$ cat config.mk
export PLATFORM = sky130hd
export DESIGN_NAME = tage_ctr_update_ctrl_flat
export DESIGN_NICKNAME = d
export VERILOG_FILES = /design/src/rtl/tage_ctr_update_ctrl_if.sv /design/src/rtl/tage_ctr_update_ctrl.sv /design/src/flat_wrapper.sv
export SDC_FILE = /design/constraint.sdc
export NUM_CORES = 1
export LEC_CHECK = 0
export ABC_CLOCK_PERIOD_IN_PS = 3100
export CORE_UTILIZATION = 40
export CTS_CLUSTER_DIAMETER = 80
export CTS_CLUSTER_SIZE = 10
export DETAILED_ROUTE_END_ITERATION = 10
export PLACE_DENSITY_LB_ADDON = 0.12
export SLEW_MARGIN = 5
export SYNTH_ARGS = -nofsm -noshare
export SYNTH_HDL_FRONTEND = slang
export SYNTH_SLANG_ARGS = --single-unit
$ cat constraint.sdc
create_clock -name clk -period 3.1 [get_ports clk]
set_input_delay 0.775 -clock clk [delete_from_list [all_inputs] [get_ports clk]]
set_output_delay 0.775 -clock clk [all_outputs]
set_load 0.05 [all_outputs]
$ cat src/rtl/tage_ctr_update_ctrl_if.sv
// Bundle of update, lookup and SRAM-port signals for one TAGE counter bank.
// The slave side is the update controller. The master side is the
// surrounding pipeline together with the SRAM.
//
// Update handshake: an update transfers on a rising clk edge when upd_valid
// and upd_ready are both high. While upd_valid is high, upd_idx and
// upd_taken must stay stable until that transfer. upd_ready depends only on
// registered state, never on upd_valid.
interface tage_ctr_update_ctrl_if #(
    parameter int IDX_W = 10,
    parameter int CTR_W = 3
);
    logic             upd_valid;
    logic             upd_ready;
    logic [IDX_W-1:0] upd_idx;
    logic             upd_taken;

    logic             lkp_req;
    logic [IDX_W-1:0] lkp_idx;
    logic             lkp_valid;
    logic [CTR_W-1:0] lkp_ctr;

    logic             mem_en;
    logic             mem_we;
    logic [IDX_W-1:0] mem_addr;
    logic [CTR_W-1:0] mem_wdata;
    logic [CTR_W-1:0] mem_rdata;

    logic             upd_done;
    logic             busy;

    modport master (
        output upd_valid, upd_idx, upd_taken, lkp_req, lkp_idx, mem_rdata,
        input  upd_ready, lkp_valid, lkp_ctr, mem_en, mem_we, mem_addr,
               mem_wdata, upd_done, busy
    );

    modport slave (
        input  upd_valid, upd_idx, upd_taken, lkp_req, lkp_idx, mem_rdata,
        output upd_ready, lkp_valid, lkp_ctr, mem_en, mem_we, mem_addr,
               mem_wdata, upd_done, busy
    );
endinterface

$ cat src/rtl/tage_ctr_update_ctrl.sv
// tage_ctr_update_ctrl: queues resolved-branch updates and applies them as
// read-modify-write of saturating prediction counters through a single-port
// SRAM. The lookup path always owns the port when it asks for it. Lookups
// that hit the counter being rewritten see the new value.
module tage_ctr_update_ctrl #(
    parameter int IDX_W = 10,
    parameter int CTR_W = 3,
    parameter int DEPTH = 4
) (
    input  logic                  clk,
    input  logic                  rst,
    tage_ctr_update_ctrl_if.slave bus,
    output logic [1:0]            dbg_state
);
    localparam int               PTR_W    = (DEPTH > 1) ? $clog2(DEPTH) : 1;
    localparam int               CNT_W    = PTR_W + 1;
    localparam logic [CTR_W-1:0] CTR_MAX  = {CTR_W{1'b1}};
    localparam logic [CNT_W-1:0] FULL_CNT = CNT_W'(DEPTH);

    typedef enum logic [1:0] {
        ST_IDLE = 2'd0,
        ST_RD   = 2'd1,
        ST_WAIT = 2'd2,
        ST_WR   = 2'd3
    } state_t;

    state_t state;

    // Update FIFO storage and occupancy
    logic [IDX_W-1:0] fifo_idx   [DEPTH];
    logic             fifo_taken [DEPTH];
    logic [PTR_W-1:0] wr_ptr;
    logic [PTR_W-1:0] rd_ptr;
    logic [CNT_W-1:0] count;

    // Working registers for the update in flight
    logic [IDX_W-1:0] w_idx;
    logic             w_taken;
    logic [CTR_W-1:0] w_val;

    // Lookup return pipeline
    logic             lkp_valid_q;
    logic             fwd_hit_q;
    logic [CTR_W-1:0] fwd_val_q;

    logic             push;
    logic             pop;
    logic             rd_go;
    logic             wr_go;
    logic [CTR_W-1:0] old_ctr;
    logic [CTR_W-1:0] new_ctr;
    logic             ctr_changed;

    // A full FIFO refuses pushes even when a pop happens in the same cycle,
    // so upd_ready depends only on the registered count.
    assign bus.upd_ready = (count < FULL_CNT);
    assign push          = bus.upd_valid && bus.upd_ready;
    assign pop           = (state == ST_IDLE) && (count != '0);

    // The update path uses the port only in cycles without a lookup.
    assign rd_go = (state == ST_RD) && !bus.lkp_req;
    assign wr_go = (state == ST_WR) && !bus.lkp_req;

    // Direction-based saturating step of the counter read in WAIT.
    assign old_ctr = bus.mem_rdata;
    always_comb begin
        new_ctr = old_ctr;
        if (w_taken && (old_ctr != CTR_MAX)) begin
            new_ctr = old_ctr + CTR_W'(1);
        end else if (!w_taken && (old_ctr != '0)) begin
            new_ctr = old_ctr - CTR_W'(1);
        end
    end
    assign ctr_changed = (new_ctr != old_ctr);

    // Port arbitration: the lookup has priority. Reset silences the port.
    always_comb begin
        bus.mem_en    = 1'b0;
        bus.mem_we    = 1'b0;
        bus.mem_addr  = '0;
        bus.mem_wdata = '0;
        if (!rst) begin
            if (bus.lkp_req) begin
                bus.mem_en   = 1'b1;
                bus.mem_addr = bus.lkp_idx;
            end else if (rd_go) begin
                bus.mem_en   = 1'b1;
                bus.mem_addr = w_idx;
            end else if (wr_go) begin
                bus.mem_en    = 1'b1;
                bus.mem_we    = 1'b1;
                bus.mem_addr  = w_idx;
                bus.mem_wdata = w_val;
            end
        end
    end

    // An update retires when its write goes out, or in WAIT when the counter
    // is already saturated in the requested direction.
    assign bus.upd_done = !rst && (wr_go || ((state == ST_WAIT) && !ctr_changed));

    assign bus.busy  = (count != '0) || (state != ST_IDLE);
    assign dbg_state = state;

    // FIFO payload storage; entries are only meaningful while counted.
    always_ff @(posedge clk) begin
        if (push) begin
            fifo_idx[wr_ptr]   <= bus.upd_idx;
            fifo_taken[wr_ptr] <= bus.upd_taken;
        end
    end

    // FIFO pointers and occupancy count
    always_ff @(posedge clk or posedge rst) begin
        if (rst) begin
            wr_ptr <= '0;
            rd_ptr <= '0;
            count  <= '0;
        end else begin
            if (push) begin
                wr_ptr <= wr_ptr + PTR_W'(1);
            end
            if (pop) begin
                rd_ptr <= rd_ptr + PTR_W'(1);
            end
            case ({push, pop})
                2'b10:   count <= count + CNT_W'(1);
                2'b01:   count <= count - CNT_W'(1);
                default: count <= count;
            endcase
        end
    end

    // RMW sequencer: pop, read, compute, and write only if the counter moves.
    always_ff @(posedge clk or posedge rst) begin
        if (rst) begin
            state   <= ST_IDLE;
            w_idx   <= '0;
            w_taken <= 1'b0;
            w_val   <= '0;
        end else begin
            case (state)
                ST_IDLE: begin
                    if (pop) begin
                        w_idx   <= fifo_idx[rd_ptr];
                        w_taken <= fifo_taken[rd_ptr];
                        state   <= ST_RD;
                    end
                end
                ST_RD: begin
                    if (rd_go) begin
                        state <= ST_WAIT;
                    end
                end
                ST_WAIT: begin
                    if (ctr_changed) begin
                        w_val <= new_ctr;
                        state <= ST_WR;
                    end else begin
                        state <= ST_IDLE;
                    end
                end
                ST_WR: begin
                    if (wr_go) begin
                        state <= ST_IDLE;
                    end
                end
                default: state <= ST_IDLE;
            endcase
        end
    end

    // Lookup return: one-cycle latency. A lookup that hits the counter being
    // rewritten (WAIT or WR) returns the new value, not the stale SRAM data.
    always_ff @(posedge clk or posedge rst) begin
        if (rst) begin
            lkp_valid_q <= 1'b0;
            fwd_hit_q   <= 1'b0;
            fwd_val_q   <= '0;
        end else begin
            lkp_valid_q <= bus.lkp_req;
            fwd_hit_q   <= bus.lkp_req && (bus.lkp_idx == w_idx) &&
                           ((state == ST_WAIT) || (state == ST_WR));
            fwd_val_q   <= (state == ST_WR) ? w_val : new_ctr;
        end
    end

    assign bus.lkp_valid = lkp_valid_q;
    assign bus.lkp_ctr   = !lkp_valid_q ? '0 :
                           fwd_hit_q    ? fwd_val_q : bus.mem_rdata;

    // Occupancy never exceeds the FIFO depth.
    assert property (@(posedge clk) disable iff (rst) count <= FULL_CNT);

    // Writes only come from WR, and only in cycles with no lookup.
    assert property (@(posedge clk) disable iff (rst)
                     bus.mem_we |-> ((state == ST_WR) && !bus.lkp_req));
endmodule
$ cat src/flat_wrapper.sv
// flat-port wrapper written by rule: the top's interface ports become plain ports
module tage_ctr_update_ctrl_flat 
#(
    parameter int IDX_W = 10,
    parameter int CTR_W = 3,
    parameter int DEPTH = 4
)
  (clk, rst, dbg_state, bus_upd_valid, bus_upd_idx, bus_upd_taken, bus_lkp_req, bus_lkp_idx, bus_mem_rdata, bus_upd_ready, bus_lkp_valid, bus_lkp_ctr, bus_mem_en, bus_mem_we, bus_mem_addr, bus_mem_wdata, bus_upd_done, bus_busy);
  tage_ctr_update_ctrl_if #(.IDX_W(IDX_W), .CTR_W(CTR_W)) bus_i ();
  input  logic clk;
  input  logic rst;
  output logic [1:0] dbg_state;
  input wire logic [$bits(bus_i.upd_valid)-1:0] bus_upd_valid;
  input wire logic [$bits(bus_i.upd_idx)-1:0] bus_upd_idx;
  input wire logic [$bits(bus_i.upd_taken)-1:0] bus_upd_taken;
  input wire logic [$bits(bus_i.lkp_req)-1:0] bus_lkp_req;
  input wire logic [$bits(bus_i.lkp_idx)-1:0] bus_lkp_idx;
  input wire logic [$bits(bus_i.mem_rdata)-1:0] bus_mem_rdata;
  output wire logic [$bits(bus_i.upd_ready)-1:0] bus_upd_ready;
  output wire logic [$bits(bus_i.lkp_valid)-1:0] bus_lkp_valid;
  output wire logic [$bits(bus_i.lkp_ctr)-1:0] bus_lkp_ctr;
  output wire logic [$bits(bus_i.mem_en)-1:0] bus_mem_en;
  output wire logic [$bits(bus_i.mem_we)-1:0] bus_mem_we;
  output wire logic [$bits(bus_i.mem_addr)-1:0] bus_mem_addr;
  output wire logic [$bits(bus_i.mem_wdata)-1:0] bus_mem_wdata;
  output wire logic [$bits(bus_i.upd_done)-1:0] bus_upd_done;
  output wire logic [$bits(bus_i.busy)-1:0] bus_busy;
  assign bus_i.upd_valid = bus_upd_valid;
  assign bus_i.upd_idx = bus_upd_idx;
  assign bus_i.upd_taken = bus_upd_taken;
  assign bus_i.lkp_req = bus_lkp_req;
  assign bus_i.lkp_idx = bus_lkp_idx;
  assign bus_i.mem_rdata = bus_mem_rdata;
  assign bus_upd_ready = bus_i.upd_ready;
  assign bus_lkp_valid = bus_i.lkp_valid;
  assign bus_lkp_ctr = bus_i.lkp_ctr;
  assign bus_mem_en = bus_i.mem_en;
  assign bus_mem_we = bus_i.mem_we;
  assign bus_mem_addr = bus_i.mem_addr;
  assign bus_mem_wdata = bus_i.mem_wdata;
  assign bus_upd_done = bus_i.upd_done;
  assign bus_busy = bus_i.busy;
  tage_ctr_update_ctrl #(.IDX_W(IDX_W), .CTR_W(CTR_W), .DEPTH(DEPTH)) u_core (.clk(clk), .rst(rst), .bus(bus_i), .dbg_state(dbg_state));
endmodule
==> results.md <==
* Status: finished, final reports clean
* Synth top area share at 39.5%
* DRC Markers at 0
* Post-synth ARST share at 38.9%
* Final Skew at 0.00767 ns
* Worst min path class: flip-flop to flip-flop
* Worst skew pair latency at 0.34 ns
* Layout Utilization at 56.4%
* Core Footprint at ~7900 um^2
* Post-CTS Setup Bufs at 0
* Overall power at 3.71 mW
* Routed via count at between 2,000 and 2,500
* Max-Cap Viols at 0
* Drt initial violations at 113
* Die X-Extent at between 90 and 100 um
* Post-DP Area at roughly 4200 um^2
* Gpl congestion at 0.762
* R2r setup slk at 0.96 ns
* Row count at 32
* First-pass GRT wire length at 10,400 um
* Final Hold Viols at 0
* Share of layout cells above drive strength 1 at 24.1%
* Top-count cell post-synth: edfxtp_1
* Synth unique cells at 40
* Bufs on Longest Clock Path at 2
* Reg-to-Reg Start: u_core.dbg_state[1]
* GRT Total Usage at ~16%
* Leak at 1.72 nW
* H-tree lvl count at 3
* Setup violators final at 0
* Syn_nets at approximately 270
* Total CTS buffers at 9
* Vias in the first global route at 2,060
* WS Path Type: primary input to primary output
* Mean Syn Cell Area at approximately 14 um^2
* Critical Path End Type: primary output
* Die Y at a little over 90 um
* DR pass1 iterations at 4
* Post-route ant nets at 0
* WL per Instance at 14.9 um
* Unrepaired setup endpoints after global routing: false
* Ys flop type: edfxtp_1
* Met2 Resource Use GR at between 20 and 25%
* Post-Synth Simple-Gate Area at roughly a tenth
* Crit path time final at 3.03 ns
* Final hold slack at ~0.50 ns
* Number of I/O port buffers at 51
* Number of inserted diodes at 0
* Power density of the placed cells at 834 nW/um^2
* DR vias/cell at 4.98
* Post-Synthesis Cells at 235
* Synth Area in Adders at ~4.0%
* Number of enable flip-flop cells after synthesis at 44
* M1 GR Usage at between 20% and 30%
* Grt ovf at 0
* Critical Path Source Type: primary input
* Slew HR at 50.3%
* Post-Synthesis Cell Area at 3340 um^2
* Compound-Gate Fraction of Synth Area at 5.24%
* Synth Register Bits at 72
* Final slew viol count at 0
* Root Driver: clkbuf_8
* Largest family of logic cells by synthesized area: multiplexers
* Clk slew on worst S/H paths at around 0.080 ns
* Final period util at 97.6%
* Post-synthesis mux area share at 12.6%
* Final Cell Area at 4450 um^2
* GR Util met3 at between 5 and 6%
* CTS tree: built
* GRT Max-Usage Layer: met2
* Synth Area in XOR/XNOR at 4.45%
* Maximum VDD drop at 0.000355 V
* Post-detail-place hpwl at 4420 um
* Synth warnings at 0
* Initial antenna violation count at 0
* Fmax at 330 MHz
* Total wire length at 6100 um
* Total Die Area at 8730 um^2
* Initial Utilization at 42.4%
* Synth cell count leaders: edfxtp_1, dfrtp_1, xnor2_1, nor2_1
* Nets at 340
* Largest area contributor in the netlist: edfxtp_1
* Worst EP arrival at around 2.3 ns
* Seq/Total Area, Yosys at 60.5%
* Synth top area cells: edfxtp_1, dfrtp_1, mux4_2
* Least-Margin Pin Slew at around 0.75 ns
* Ports at 52
* Min-delay src: u_core.count[0]
* Pin count of the biggest net entering global routing at 23
* Hold buffers post-CTS at 0
* Critical Path Start: bus_mem_rdata[2]
* Largest fanout on the critical path at 5
* # clock sinks at 72
* Worst EP required at between 2 and 2.5 ns
* Area grow syn2layout at 33.1%
* Setup TNS at 0 ns
-- sequential cells by signal (all words and copies together), names as in the netlist, 2 cells and up --
name / count
u_core.count: 3
u_core.fifo_idx: 40
u_core.wr_ptr: 2
u_core.w_idx: 10
u_core.fwd_val_q: 3
u_core.fifo_taken: 4
u_core.rd_ptr: 2
u_core.w_val: 3
u_core.dbg_state: 2
-- what timing repair did --
action | in CTS | in global routing
resized for setup | 3 | 0
hold endpoints to repair | 0 | 0
setup endpoints to repair | 1 | 0
-- cells in the final DEF (no fill, tap or decap), types with 8 or more instances in the layout --
cell type        count
and2_1               8
buf_12              19
buf_4               14
clkbuf_8             9
clkdlybuf4s50_1     30
dfrtp_1             28
edfxtp_1            44
ha_1                 8
inv_1               12
mux2_2              11
mux4_2               8
nand2_1             12
nor2_1              13
nor2b_1              8
xnor2_1             16
-- logic make-up (layout without fill, tap and decap cells) --
group	after synthesis	after routing
compound gates	25	25
flops	72	72
buf+inv	21	93
xor+xnor	17	17
mux	26	26
simple gates	64	64
fa+ha+maj	10	10
-- routing by layer --
metal  up-vias  wire, um
li1        992         -
met1       986      2920
met2        49      2800
met3         8       295
met4         0        85
met5         -         0
-- stage by stage --
step | cells | setup slack (ns)
after floorplan | 235 | 0.0563
after global placement | 393 | -0.143
after detailed placement | 393 | -0.158
after CTS | 409 | 0.0815
after global routing | 409 | 0.0224
final | 409 | 0.0740
-- final timing paths --
path,end,cells after the start
worst min-delay path,u_core.count[0],1
worst max register to register,u_core.count[2],9
min in group asynchronous,u_core.w_idx[5],3
worst min register to register,u_core.count[0],1
max in group asynchronous,u_core.wr_ptr[0],4
worst max-delay path,bus_upd_done,6
-- critical path: stages --
cell and delay (ns):
clkdlybuf4s50_1 0.44, ha_2 0.23, and2_0 0.15, or2_2 0.31
a21o_1 0.19, buf_12 0.15
-- final cells by class --
cell class / count / area (um^2)
sequential: 72 / 2020
multi-input combinational: 142 / 1230
tap: 102 / 128
clock inverter: 7 / 95.1
timing repair buffer: 65 / 803
clock buffer: 9 / 124
inverter: 12 / 45.0
fill: 658 / 3440
-- power breakdown --
group | switching [mW] | total (mW) | internal, mW
clock | 0.345 | 0.799 | 0.454
sequential | 0.236 | 1.53 | 1.29
combinational | 0.674 | 1.39 | 0.712
total | 1.25 | 3.71 | 2.46
No activity file was read; power rests on OpenSTA's default activity.
